<file path="src/rtl/mips_pkg.sv">
// Shared widths, forward encodings and the ID/EX register payload for the MIPS core.
package mips_pkg;

  localparam int unsigned DATA_W = 32;
  localparam int unsigned REG_W  = 5;
  localparam int unsigned ALU_W  = 3;

  localparam logic [1:0] FWD_RF  = 2'b00;
  localparam logic [1:0] FWD_WB  = 2'b01;
  localparam logic [1:0] FWD_MEM = 2'b10;

  // Everything the execute stage receives from decode, held in one register.
  typedef struct packed {
    logic [DATA_W-1:0] rd1;
    logic [DATA_W-1:0] rd2;
    logic [DATA_W-1:0] imm;
    logic [REG_W-1:0]  rs;
    logic [REG_W-1:0]  rt;
    logic [REG_W-1:0]  rd;
    logic              reg_write;
    logic              mem_to_reg;
    logic              mem_write;
    logic              alu_src;
    logic              reg_dst;
    logic [ALU_W-1:0]  alu_control;
  } ex_regs_t;

  // Operand source select; the memory stage wins over writeback and $0 never forwards.
  function automatic logic [1:0] fwd_sel(input logic [REG_W-1:0] src,
                                         input logic             rw_m,
                                         input logic [REG_W-1:0] wr_m,
                                         input logic             rw_w,
                                         input logic [REG_W-1:0] wr_w);
    if ((src != '0) && rw_m && (src == wr_m)) return FWD_MEM;
    if ((src != '0) && rw_w && (src == wr_w)) return FWD_WB;
    return FWD_RF;
  endfunction

  // True when a destination register collides with either decode source.
  function automatic logic src_hit(input logic [REG_W-1:0] dst,
                                   input logic [REG_W-1:0] rs,
                                   input logic [REG_W-1:0] rt);
    return (dst == rs) || (dst == rt);
  endfunction

endpackage

</file>
<file path="src/rtl/id_ex_if.sv">
// Decode/memory/writeback inputs and execute-stage outputs of the ID/EX boundary.
interface id_ex_if import mips_pkg::*; #(parameter int unsigned CNT_W = 16);

  logic [DATA_W-1:0] RD1D, RD2D, SignImmD;
  logic [REG_W-1:0]  RsD, RtD, RdD;
  logic              RegWriteD, MemtoRegD, MemWriteD, ALUSrcD, RegDstD;
  logic [ALU_W-1:0]  ALUControlD;
  logic              BranchD;
  logic              RegWriteM, MemtoRegM;
  logic [REG_W-1:0]  WriteRegM, WriteRegW;
  logic              RegWriteW;

  logic [DATA_W-1:0] RD1E, RD2E, SignImmE;
  logic [REG_W-1:0]  RsE, RtE, RdE, WriteRegE;
  logic              RegWriteE, MemtoRegE, MemWriteE, ALUSrcE;
  logic [ALU_W-1:0]  ALUControlE;
  logic [1:0]        ForwardAE, ForwardBE;
  logic              ForwardAD, ForwardBD;
  logic              StallF, StallD, FlushE;
  logic [CNT_W-1:0]  BubbleCnt;

  modport master (
    output RD1D, RD2D, SignImmD, RsD, RtD, RdD,
           RegWriteD, MemtoRegD, MemWriteD, ALUSrcD, RegDstD, ALUControlD, BranchD,
           RegWriteM, MemtoRegM, WriteRegM, WriteRegW, RegWriteW,
    input  RD1E, RD2E, SignImmE, RsE, RtE, RdE, WriteRegE,
           RegWriteE, MemtoRegE, MemWriteE, ALUSrcE, ALUControlE,
           ForwardAE, ForwardBE, ForwardAD, ForwardBD,
           StallF, StallD, FlushE, BubbleCnt
  );

  modport slave (
    input  RD1D, RD2D, SignImmD, RsD, RtD, RdD,
           RegWriteD, MemtoRegD, MemWriteD, ALUSrcD, RegDstD, ALUControlD, BranchD,
           RegWriteM, MemtoRegM, WriteRegM, WriteRegW, RegWriteW,
    output RD1E, RD2E, SignImmE, RsE, RtE, RdE, WriteRegE,
           RegWriteE, MemtoRegE, MemWriteE, ALUSrcE, ALUControlE,
           ForwardAE, ForwardBE, ForwardAD, ForwardBD,
           StallF, StallD, FlushE, BubbleCnt
  );

endinterface

</file>
<file path="src/rtl/hazard_unit.sv">
// Combinational load-use / branch hazard detection and forward-select generation.
module hazard_unit import mips_pkg::*; (
  input  logic [REG_W-1:0] rs_d,
  input  logic [REG_W-1:0] rt_d,
  input  logic             branch_d,
  input  logic [REG_W-1:0] rs_e,
  input  logic [REG_W-1:0] rt_e,
  input  logic [REG_W-1:0] write_reg_e,
  input  logic             reg_write_e,
  input  logic             mem_to_reg_e,
  input  logic [REG_W-1:0] write_reg_m,
  input  logic             reg_write_m,
  input  logic             mem_to_reg_m,
  input  logic [REG_W-1:0] write_reg_w,
  input  logic             reg_write_w,
  output logic             lwstall_c,
  output logic             branchstall_c,
  output logic [1:0]       fwd_ae_c,
  output logic [1:0]       fwd_be_c,
  output logic             fwd_ad_c,
  output logic             fwd_bd_c
);

  // Stall detection; $0 collisions are allowed to stall, which is merely conservative.
  always_comb begin
    lwstall_c     = mem_to_reg_e & src_hit(rt_e, rs_d, rt_d);
    branchstall_c = branch_d &
                    ((reg_write_e & src_hit(write_reg_e, rs_d, rt_d)) |
                     (mem_to_reg_m & src_hit(write_reg_m, rs_d, rt_d)));
  end

  // Execute operand selects and decode branch-comparator forwards from M.
  always_comb begin
    fwd_ae_c = fwd_sel(rs_e, reg_write_m, write_reg_m, reg_write_w, write_reg_w);
    fwd_be_c = fwd_sel(rt_e, reg_write_m, write_reg_m, reg_write_w, write_reg_w);
    fwd_ad_c = (rs_d != '0) & reg_write_m & (rs_d == write_reg_m);
    fwd_bd_c = (rt_d != '0) & reg_write_m & (rt_d == write_reg_m);
  end

endmodule

</file>
<file path="src/rtl/id_ex_stage.sv">
// ID/EX pipeline register with hazard-driven bubble insertion and a saturating bubble counter.
module id_ex_stage import mips_pkg::*; #(
  parameter int unsigned CNT_W = 16
) (
  input  logic    clk,
  input  logic    reset,
  id_ex_if.slave  bus
);

  ex_regs_t         e_q;
  ex_regs_t         e_d;
  logic [CNT_W-1:0] bubble_q;
  logic [REG_W-1:0] write_reg_e_c;
  logic             lwstall_c;
  logic             branchstall_c;
  logic             flush_c;
  logic [1:0]       fwd_ae_c;
  logic [1:0]       fwd_be_c;
  logic             fwd_ad_c;
  logic             fwd_bd_c;

  assign write_reg_e_c = e_q.reg_dst ? e_q.rd : e_q.rt;
  assign flush_c       = lwstall_c | branchstall_c;

  hazard_unit u_hazard (
    .rs_d          (bus.RsD),
    .rt_d          (bus.RtD),
    .branch_d      (bus.BranchD),
    .rs_e          (e_q.rs),
    .rt_e          (e_q.rt),
    .write_reg_e   (write_reg_e_c),
    .reg_write_e   (e_q.reg_write),
    .mem_to_reg_e  (e_q.mem_to_reg),
    .write_reg_m   (bus.WriteRegM),
    .reg_write_m   (bus.RegWriteM),
    .mem_to_reg_m  (bus.MemtoRegM),
    .write_reg_w   (bus.WriteRegW),
    .reg_write_w   (bus.RegWriteW),
    .lwstall_c     (lwstall_c),
    .branchstall_c (branchstall_c),
    .fwd_ae_c      (fwd_ae_c),
    .fwd_be_c      (fwd_be_c),
    .fwd_ad_c      (fwd_ad_c),
    .fwd_bd_c      (fwd_bd_c)
  );

  // Next E contents: decode payload, or an all-zero bubble when flushing.
  always_comb begin
    e_d = '0;
    if (!flush_c) begin
      e_d.rd1         = bus.RD1D;
      e_d.rd2         = bus.RD2D;
      e_d.imm         = bus.SignImmD;
      e_d.rs          = bus.RsD;
      e_d.rt          = bus.RtD;
      e_d.rd          = bus.RdD;
      e_d.reg_write   = bus.RegWriteD;
      e_d.mem_to_reg  = bus.MemtoRegD;
      e_d.mem_write   = bus.MemWriteD;
      e_d.alu_src     = bus.ALUSrcD;
      e_d.reg_dst     = bus.RegDstD;
      e_d.alu_control = bus.ALUControlD;
    end
  end

  // E pipeline register.
  always_ff @(posedge clk or posedge reset) begin
    if (reset) e_q <= '0;
    else       e_q <= e_d;
  end

  // Bubble counter, saturating at all-ones.
  always_ff @(posedge clk or posedge reset) begin
    if (reset)
      bubble_q <= '0;
    else if (flush_c && (bubble_q != {CNT_W{1'b1}}))
      bubble_q <= bubble_q + CNT_W'(1);
  end

  // Drive the execute-side view of the interface.
  always_comb begin
    bus.RD1E        = e_q.rd1;
    bus.RD2E        = e_q.rd2;
    bus.SignImmE    = e_q.imm;
    bus.RsE         = e_q.rs;
    bus.RtE         = e_q.rt;
    bus.RdE         = e_q.rd;
    bus.WriteRegE   = write_reg_e_c;
    bus.RegWriteE   = e_q.reg_write;
    bus.MemtoRegE   = e_q.mem_to_reg;
    bus.MemWriteE   = e_q.mem_write;
    bus.ALUSrcE     = e_q.alu_src;
    bus.ALUControlE = e_q.alu_control;
    bus.ForwardAE   = fwd_ae_c;
    bus.ForwardBE   = fwd_be_c;
    bus.ForwardAD   = fwd_ad_c;
    bus.ForwardBD   = fwd_bd_c;
    bus.StallF      = flush_c;
    bus.StallD      = flush_c;
    bus.FlushE      = flush_c;
    bus.BubbleCnt   = bubble_q;
  end

endmodule

</file>
<file path="src/flat_wrapper.sv">
// flat-port wrapper written by rule: the top's interface ports become plain ports
module id_ex_stage_flat import mips_pkg::*;
#(
  parameter int unsigned CNT_W = 16
)
  (clk, reset, bus_RD1D, bus_RD2D, bus_SignImmD, bus_RsD, bus_RtD, bus_RdD, bus_RegWriteD, bus_MemtoRegD, bus_MemWriteD, bus_ALUSrcD, bus_RegDstD, bus_ALUControlD, bus_BranchD, bus_RegWriteM, bus_MemtoRegM, bus_WriteRegM, bus_WriteRegW, bus_RegWriteW, bus_RD1E, bus_RD2E, bus_SignImmE, bus_RsE, bus_RtE, bus_RdE, bus_WriteRegE, bus_RegWriteE, bus_MemtoRegE, bus_MemWriteE, bus_ALUSrcE, bus_ALUControlE, bus_ForwardAE, bus_ForwardBE, bus_ForwardAD, bus_ForwardBD, bus_StallF, bus_StallD, bus_FlushE, bus_BubbleCnt);
  id_ex_if #(.CNT_W(CNT_W)) bus_i ();
  input  logic clk;
  input  logic reset;
  input wire logic [$bits(bus_i.RD1D)-1:0] bus_RD1D;
  input wire logic [$bits(bus_i.RD2D)-1:0] bus_RD2D;
  input wire logic [$bits(bus_i.SignImmD)-1:0] bus_SignImmD;
  input wire logic [$bits(bus_i.RsD)-1:0] bus_RsD;
  input wire logic [$bits(bus_i.RtD)-1:0] bus_RtD;
  input wire logic [$bits(bus_i.RdD)-1:0] bus_RdD;
  input wire logic [$bits(bus_i.RegWriteD)-1:0] bus_RegWriteD;
  input wire logic [$bits(bus_i.MemtoRegD)-1:0] bus_MemtoRegD;
  input wire logic [$bits(bus_i.MemWriteD)-1:0] bus_MemWriteD;
  input wire logic [$bits(bus_i.ALUSrcD)-1:0] bus_ALUSrcD;
  input wire logic [$bits(bus_i.RegDstD)-1:0] bus_RegDstD;
  input wire logic [$bits(bus_i.ALUControlD)-1:0] bus_ALUControlD;
  input wire logic [$bits(bus_i.BranchD)-1:0] bus_BranchD;
  input wire logic [$bits(bus_i.RegWriteM)-1:0] bus_RegWriteM;
  input wire logic [$bits(bus_i.MemtoRegM)-1:0] bus_MemtoRegM;
  input wire logic [$bits(bus_i.WriteRegM)-1:0] bus_WriteRegM;
  input wire logic [$bits(bus_i.WriteRegW)-1:0] bus_WriteRegW;
  input wire logic [$bits(bus_i.RegWriteW)-1:0] bus_RegWriteW;
  output wire logic [$bits(bus_i.RD1E)-1:0] bus_RD1E;
  output wire logic [$bits(bus_i.RD2E)-1:0] bus_RD2E;
  output wire logic [$bits(bus_i.SignImmE)-1:0] bus_SignImmE;
  output wire logic [$bits(bus_i.RsE)-1:0] bus_RsE;
  output wire logic [$bits(bus_i.RtE)-1:0] bus_RtE;
  output wire logic [$bits(bus_i.RdE)-1:0] bus_RdE;
  output wire logic [$bits(bus_i.WriteRegE)-1:0] bus_WriteRegE;
  output wire logic [$bits(bus_i.RegWriteE)-1:0] bus_RegWriteE;
  output wire logic [$bits(bus_i.MemtoRegE)-1:0] bus_MemtoRegE;
  output wire logic [$bits(bus_i.MemWriteE)-1:0] bus_MemWriteE;
  output wire logic [$bits(bus_i.ALUSrcE)-1:0] bus_ALUSrcE;
  output wire logic [$bits(bus_i.ALUControlE)-1:0] bus_ALUControlE;
  output wire logic [$bits(bus_i.ForwardAE)-1:0] bus_ForwardAE;
  output wire logic [$bits(bus_i.ForwardBE)-1:0] bus_ForwardBE;
  output wire logic [$bits(bus_i.ForwardAD)-1:0] bus_ForwardAD;
  output wire logic [$bits(bus_i.ForwardBD)-1:0] bus_ForwardBD;
  output wire logic [$bits(bus_i.StallF)-1:0] bus_StallF;
  output wire logic [$bits(bus_i.StallD)-1:0] bus_StallD;
  output wire logic [$bits(bus_i.FlushE)-1:0] bus_FlushE;
  output wire logic [$bits(bus_i.BubbleCnt)-1:0] bus_BubbleCnt;
  assign bus_i.RD1D = bus_RD1D;
  assign bus_i.RD2D = bus_RD2D;
  assign bus_i.SignImmD = bus_SignImmD;
  assign bus_i.RsD = bus_RsD;
  assign bus_i.RtD = bus_RtD;
  assign bus_i.RdD = bus_RdD;
  assign bus_i.RegWriteD = bus_RegWriteD;
  assign bus_i.MemtoRegD = bus_MemtoRegD;
  assign bus_i.MemWriteD = bus_MemWriteD;
  assign bus_i.ALUSrcD = bus_ALUSrcD;
  assign bus_i.RegDstD = bus_RegDstD;
  assign bus_i.ALUControlD = bus_ALUControlD;
  assign bus_i.BranchD = bus_BranchD;
  assign bus_i.RegWriteM = bus_RegWriteM;
  assign bus_i.MemtoRegM = bus_MemtoRegM;
  assign bus_i.WriteRegM = bus_WriteRegM;
  assign bus_i.WriteRegW = bus_WriteRegW;
  assign bus_i.RegWriteW = bus_RegWriteW;
  assign bus_RD1E = bus_i.RD1E;
  assign bus_RD2E = bus_i.RD2E;
  assign bus_SignImmE = bus_i.SignImmE;
  assign bus_RsE = bus_i.RsE;
  assign bus_RtE = bus_i.RtE;
  assign bus_RdE = bus_i.RdE;
  assign bus_WriteRegE = bus_i.WriteRegE;
  assign bus_RegWriteE = bus_i.RegWriteE;
  assign bus_MemtoRegE = bus_i.MemtoRegE;
  assign bus_MemWriteE = bus_i.MemWriteE;
  assign bus_ALUSrcE = bus_i.ALUSrcE;
  assign bus_ALUControlE = bus_i.ALUControlE;
  assign bus_ForwardAE = bus_i.ForwardAE;
  assign bus_ForwardBE = bus_i.ForwardBE;
  assign bus_ForwardAD = bus_i.ForwardAD;
  assign bus_ForwardBD = bus_i.ForwardBD;
  assign bus_StallF = bus_i.StallF;
  assign bus_StallD = bus_i.StallD;
  assign bus_FlushE = bus_i.FlushE;
  assign bus_BubbleCnt = bus_i.BubbleCnt;
  id_ex_stage #(.CNT_W(CNT_W)) u_core (.clk(clk), .reset(reset), .bus(bus_i));
endmodule
</file>
<file path="config.mk">
export PLATFORM = sky130hd
export DESIGN_NAME = id_ex_stage_flat
export DESIGN_NICKNAME = d
export VERILOG_FILES = /design/src/rtl/mips_pkg.sv /design/src/rtl/id_ex_if.sv /design/src/rtl/hazard_unit.sv /design/src/rtl/id_ex_stage.sv /design/src/flat_wrapper.sv
export SDC_FILE = /design/constraint.sdc
export NUM_CORES = 1
export LEC_CHECK = 0
export CORE_AREA = 2 2 128 130
export CTS_CLUSTER_SIZE = 40
export DETAILED_ROUTE_END_ITERATION = 8
export DIE_AREA = 0 0 130 132
export GPL_ROUTABILITY_DRIVEN = 1
export GPL_TIMING_DRIVEN = 0
export PLACE_DENSITY_LB_ADDON = 0.15
export SKIP_LAST_GASP = 1
export SLEW_MARGIN = 10
export SYNTH_ARGS = -nofsm -noshare
export SYNTH_HDL_FRONTEND = slang
export SYNTH_HIERARCHICAL = 1
export SYNTH_SLANG_ARGS = --single-unit
</file>
<file path="constraint.sdc">
create_clock -name clk -period 5.8 [get_ports clk]
set_input_delay 0.87 -clock clk [delete_from_list [all_inputs] [get_ports clk]]
set_output_delay 0.87 -clock clk [all_outputs]
set_load 0.005 [all_outputs]
</file>
# Word-level counts from Yosys, hierarchy flattened
# Index checks and enable logic that the tools add are counted.
[op_classes] addsub=1 eq_ne=13 mux=16 n_bitwise=10 reduce_logical=16
[ops] op="119-bit two-way mux" n=1
[ops] op="5-bit == test" n=12
[ops] op="5-bit nonzero test" n=4
[ops] op="16-bit by 1-bit adder with 16-bit output, second input constant" n=1
[ops] op="2-bit two-way mux" n=8
[ops] op="16-bit inequality test, second input constant" n=1
[ops] op="1-bit logical AND" n=9
[ops] op="1-bit AND" n=8
[ops] op="1-bit two-way mux" n=6
[ops] op="5-bit two-way mux" n=1
[ops] op="1-bit logical OR" n=3
[ops] op="1-bit bitwise OR" n=2
[word_totals] regBits=135

# Logic depth before layout (Yosys ltp)
# Gate-level depths: netlist of the first run.
[depth] depth_word=8 depth_mapped=11

# Hierarchy
# The synthesis of the first run kept the hierarchy.
[by_module_without_submodules] mod="id_ex_stage" n_inst=1 cells_each=445 area_each_um2=5497.8 seq_area_each_um2=3378.2
[by_module_without_submodules] mod="hazard_unit" n_inst=1 cells_each=91 area_each_um2=695.7 seq_area_each_um2=0.0

# Worst setup path after synthesis of the first run
# Ideal clock, no wire load.
[synth_timing] path_type="input to output" start="input port bus_WriteRegM[4]" end="output port bus_StallD" arrival_ns=2.360 t_required_ns=4.930 slack_ns=2.570 cell_stages=11 n_path_buf=4 cell_sequence="clkbuf_1 > xnor2_1 > nand3_1 > nor3_1 > o21ai_0 > a21boi_0 > nor2_1 > buf_2 > clkbuf_1 > inv_1 > buf_4"
[synth_between] elab_chain_cells=6 elab_cells_between_ends=7
[synth_lines] item="from (decl)" line="flat_wrapper.sv:25" text="input wire logic [$bits(bus_i.WriteRegM)-1:0] bus_WriteRegM;"
[synth_lines] item="5-bit == test" line="mips_pkg.sv:43" text="return (dst == rs) || (dst == rt);"
[synth_lines] item="1-bit logical OR (*)" line="mips_pkg.sv:43"
[synth_lines] item="1-bit AND (*)" line="hazard_unit.sv:29" text="(mem_to_reg_m & src_hit(write_reg_m, rs_d, rt_d)));"
[synth_lines] item="1-bit bitwise OR (*)" line="hazard_unit.sv:28" text="((reg_write_e & src_hit(write_reg_e, rs_d, rt_d)) |"
[synth_lines] item="1-bit AND (*)" line="hazard_unit.sv:27" text="branchstall_c = branch_d &"
[synth_lines] item="net u_core.branchstall_c" line="id_ex_stage.sv:15" text="logic branchstall_c;"
[synth_lines] item="1-bit bitwise OR (*)" line="id_ex_stage.sv:23" text="assign flush_c = lwstall_c | branchstall_c;"
[synth_lines] item="to (decl)" line="flat_wrapper.sv:45" text="output wire logic [$bits(bus_i.StallD)-1:0] bus_StallD;"
# The timed path passes the listed nets; every way through them passes the cells marked *.

# Worst setup path in the final report of the first run
[layout_timing] start="input port bus_RsD[3]" end="output port bus_StallD"
[layout_between] elab_chain_cells=6 elab_cells_between_ends=12
[layout_lines] item="from (decl)" line="flat_wrapper.sv:13" text="input wire logic [$bits(bus_i.RsD)-1:0] bus_RsD;"
[layout_lines] item="5-bit == test" line="mips_pkg.sv:43"
[layout_lines] item="1-bit logical OR" line="mips_pkg.sv:43"
[layout_lines] item="1-bit AND, on equally long branches" line="hazard_unit.sv:28, hazard_unit.sv:29"
[layout_lines] item="1-bit bitwise OR (*)" line="hazard_unit.sv:28"
[layout_lines] item="1-bit AND (*)" line="hazard_unit.sv:27"
[layout_lines] item="net u_core.branchstall_c" line="id_ex_stage.sv:15"
[layout_lines] item="1-bit bitwise OR (*)" line="id_ex_stage.sv:23"
# Marks and branches as above.

==> out/summary.txt, run 1 <==
CTS
--------------------------------------------------------------------------------------
Clk pin slew, worst setup/hold paths                                             60 ps
Maximum root-to-sink buffer count                                                    2
Number of setup buffers added after CTS                                              0
CTS resizes                                                                          0
CTS tree                                                                          done
Worst-skew pair later-pin latency                                               410 ps
CTS Root Cell                                                             sky130_fd_sc_hd__clkbuf_16
Clock buffers created by TritonCTS                                                  17
Clk sink count                                                                     135
H-Tree Level Count                                                                   4
Number of buffers inserted by hold repair at cts                                     0

PLACE
--------------------------------------------------------------------------------------
Port Buffers                                                                       280
Post-DP HPWL                                                                  12500 um
Cell Area, Placed                                                            9300 um^2
Final weighted congestion in routability-driven placement                        0.797

SETUP PATH
--------------------------------------------------------------------------------------
Crit start category                                                       primary input
Critical Path Fanout Max                                                            10
Data required time at the worst endpoint                                       4930 ps
Setup Crit Path Kind                                                            in2out
Worst Reg2Reg Path Length in Cells                                                  11
Capture instance of the worst register-to-register path                   u_core/bus.RD1E[6]
CP Capture Type                                                            output port
Data arrival time of the critical path                                         3780 ps
Worst reg2reg startpoint                                                  u_core/e_q[3]
Reg2reg setup slack                                                            2670 ps

GLOBAL ROUTING
--------------------------------------------------------------------------------------
Vias in the first global route                                                    4764
Remaining global-route overflow                                                      0
Overall routing resource usage                                                   19.3%
Largest net degree at the start of global routing                                   73
Wire length of the first global-routing pass                                  25200 um
Antenna violations before repair                                                     0

POWER AND IR DROP
--------------------------------------------------------------------------------------
Sequential Power Share                                                           37.9%
Static leakage power                                                           4.29 nW
Fraction of power spent switching nets                                           22.9%
IR Drop Worst-Case VDD                                                          198 uV
Share of power burned in combinational logic                                     22.2%
Internal power summed over all cells                                           2.20 mW
Net Sw Power                                                                    652 uW
Clock network fraction of total power                                            39.9%
Power Dens Cells                                                           287 nW/um^2

SYNTH
--------------------------------------------------------------------------------------
Synthesis-stage register bit count                                                 135
Synthesized netlist net count                                                      672
Number of distinct standard cells referenced by the synthesized netlist             31
Cell area after synthesis                                                    6190 um^2
Portion of the post-synthesis area used by sequential elements                   54.5%
Yosys warnings                                                                       6
Post-synthesis area per instance                                             11.6 um^2
Synthesized instance count                                                         536

STA
--------------------------------------------------------------------------------------
Max-slew headroom                                                                42.5%
Slew @ Worst Pin                                                                855 ps
Setup clock skew after layout                                                  9.37 ps
Setup-failing EPs final                                                              0
Fmax                                                                           215 MHz
Share of the clock period used by the worst path                                 80.2%
Final Slew Violations                                                                0
Min cycle time layout                                                          4650 ps
Hold Violations, Final                                                               0
Unrepaired setup endpoints after global routing                                     no

DIE
--------------------------------------------------------------------------------------
Num ports                                                                          283
Die Area                                                                    17200 um^2
Row count                                                                           46
Die outline width                                                               130 um
Initial core utilization                                                         39.4%
Die outline height                                                              132 um
Core Region                                                                 15700 um^2

DETAILED ROUTING
--------------------------------------------------------------------------------------
Routed wire per std cell                                                       15.0 um
Via-to-Cell Ratio                                                                 4.29
First-pass iteration count of the detailed router                                    4
Number of DRC violations after detailed routing                                      0
Routed vias                                                                       4569
Final wirelength                                                              16000 um
DRC violation total after the first TritonRoute iteration                          166
Count of antenna-violating nets left after detailed routing                          0

FINAL LAYOUT
--------------------------------------------------------------------------------------
Fraction of layout cells with a size suffix above 1                              19.6%
Post-Layout Inst Area                                                        9930 um^2
Fill cell count                                                                   1287
Commonest non-fill, non-tap cell in the layout                            sky130_fd_sc_hd__clkdlybuf4s50_1
Top library cells by usage in the layout, fill and taps aside             280 x sky130_fd_sc_hd__clkdlybuf4s50_1, 135 x sky130_fd_sc_hd__dfrtp_1, 119 x sky130_fd_sc_hd__and2_1
Number of inserted diodes                                                            0
Area Growth Syn to Fin                                                           60.3%
Multi-input logic area                                                       1850 um^2
Count of nets after finishing                                                      972
Post-Route Utilization                                                           63.2%
Area taken by flip-flops and latches                                         3380 um^2

HOLD PATH
--------------------------------------------------------------------------------------
Path type of the worst min-delay path                                          reg2reg
WHS Path Cells                                                                       1
Launch point of the worst hold path                                       u_core/bus.BubbleCnt[15]
Hold Path End                                                             u_core/bus.BubbleCnt[15]

OUTCOME
--------------------------------------------------------------------------------------
Outcome                                                                      completed

RUN
--------------------------------------------------------------------------------------
Number of violations of the max-capacitance limit                                    0

==> worst max path at each step <==
stage	cells after the start	end	slack [ps]	from
5_1_grt	12	bus_StallD	920	bus_RsD[3]
3_5_place_dp	12	bus_StallD	1120	bus_RsD[3]
6_report	12	bus_StallD	1150	bus_RsD[3]
2_1_floorplan	1	u_core/bus.ALUControlE[0]	1320	reset
4_1_cts	12	bus_StallD	1110	bus_RsD[3]
3_3_place_gp	2	u_core/bus.RdE[4]	-490	reset
==> registers in the layout, summed over array words and instances (netlist names), 3 cells and up <==
signal	cells
u_core/bus.RD1E	32
u_core/bus.ALUControlE	3
u_core/bus.RsE	5
u_core/bus.RD2E	32
u_core/bus.SignImmE	32
u_core/bus.RtE	5
u_core/bus.RdE	5
u_core/bus.BubbleCnt	16
==> cells by family after synthesis <==
logic type	count (synthesis)	share of synthesized area (%)
buf+inv	139	15.6
flops	135	54.5
xor+xnor	64	9.05
fa+ha+maj	1	0.202
mux	6	1.09
simple gates	183	18.6
compound gates	8	0.889
==> power groups by stage <==
stage / clock (mW) / combinational, mW / sequential, mW
finish: 1.14 / 0.632 / 1.08
global route: 1.21 / 0.686 / 1.09
CTS: 1.16 / 0.643 / 1.08
detailed placement: 0 / 0.639 / 1.10
global placement: 0 / 0.625 / 1.09
floorplan: 0 / 0.285 / 1.09
==> worst max-delay path, stage by stage <==
cell,delay [ps]
sky130_fd_sc_hd__clkdlybuf4s50_1,630
sky130_fd_sc_hd__xnor2_1,170
sky130_fd_sc_hd__nand3_1,90
sky130_fd_sc_hd__nor3_1,310
sky130_fd_sc_hd__o21ai_0,180
sky130_fd_sc_hd__a21boi_0,210
sky130_fd_sc_hd__nor2_1,110
sky130_fd_sc_hd__buf_2,200
sky130_fd_sc_hd__clkbuf_1,240
sky130_fd_sc_hd__inv_1,150
sky130_fd_sc_hd__buf_4,120
sky130_fd_sc_hd__clkdlybuf4s50_1,500
==> cell usage after synthesis <==
cell type / count / share of area, %
sky130_fd_sc_hd__mux2_2: 5 / 0.91
sky130_fd_sc_hd__xor2_1: 31 / 4.4
sky130_fd_sc_hd__buf_4: 116 / 14
sky130_fd_sc_hd__clkbuf_1: 17 / 1.0
sky130_fd_sc_hd__nand4_1: 9 / 0.91
sky130_fd_sc_hd__nand3_1: 9 / 0.73
sky130_fd_sc_hd__dfrtp_1: 135 / 55
sky130_fd_sc_hd__nor4_1: 7 / 0.71
sky130_fd_sc_hd__nor4_4: 1 / 0.34
sky130_fd_sc_hd__ha_1: 1 / 0.20
sky130_fd_sc_hd__or3_1: 2 / 0.20
sky130_fd_sc_hd__nor4_2: 3 / 0.61
sky130_fd_sc_hd__nand2_1: 8 / 0.48
sky130_fd_sc_hd__nor4b_1: 1 / 0.14
sky130_fd_sc_hd__nor3_1: 12 / 0.97
sky130_fd_sc_hd__inv_1: 2 / 0.12
sky130_fd_sc_hd__a21boi_0: 2 / 0.24
sky130_fd_sc_hd__buf_6: 1 / 0.18
sky130_fd_sc_hd__nor2_1: 5 / 0.30
sky130_fd_sc_hd__buf_2: 3 / 0.24
sky130_fd_sc_hd__o21ai_0: 4 / 0.32
sky130_fd_sc_hd__and2_1: 119 / 12
sky130_fd_sc_hd__or3b_4: 1 / 0.18
sky130_fd_sc_hd__mux2_1: 1 / 0.18
sky130_fd_sc_hd__or4_1: 1 / 0.12
sky130_fd_sc_hd__nand4_2: 1 / 0.20
sky130_fd_sc_hd__nor2_4: 1 / 0.18
sky130_fd_sc_hd__or4_4: 2 / 0.36
sky130_fd_sc_hd__o311a_1: 2 / 0.32
sky130_fd_sc_hd__nor3b_1: 1 / 0.12
sky130_fd_sc_hd__xnor2_1: 33 / 4.7
==> final cells by class <==
class	instances	area share, %
buffer	137	9.68
multi-input combinational	262	18.6
inverter	2	0.126
clock inverter	11	1.71
timing repair buffer	281	28.5
sequential	135	34.0
clock buffer	21	4.64
tap	216	2.72
==> per-stage QoR <==
step | setup slack, ps | cells | hold slack (ps) | power [mW] | TNS [ps]
after global routing | 924 | 1065 | 538 | 2.99 | 0
after CTS | 1110 | 1065 | 507 | 2.89 | 0
after global placement | -495 | 1032 | 487 | 1.72 | -65720
after floorplan | 1320 | 536 | 485 | 1.37 | 0
final | 1150 | 1065 | 504 | 2.85 | 0
after detailed placement | 1120 | 1033 | 499 | 1.74 | 0
==> per-layer routing <==
| layer | global-route usage [%] | vias up | part of all wire, % |
|---|---|---|---|
| met2 | 32.9 | 189 | 51 |
| met3 | 7.83 | 24 | 9.1 |
| met1 | 21.4 | 2170 | 38 |
| met5 | 0 | - | 0 |
| met4 | 7.23 | 0 | 2.3 |
| li1 | - | 2186 | - |
(Power assumes the default switching activity.)
==> inputs of run 2 (changes only) <==
Clock period 5.8 ns to 4.8 ns, I/O delays scaled along.
==> results of run 2 <==
Same layout as run 1 (identical final DEF). Status: completed.
Among the figures that moved: setup slack after placement 1120 ps -> 424 ps; setup slack after layout 1150 ps -> 447 ps; register-to-register setup slack 2670 ps -> 1670 ps; total power 2.85 mW -> 3.44 mW; worst IR drop on VDD 198 uV -> 239 uV
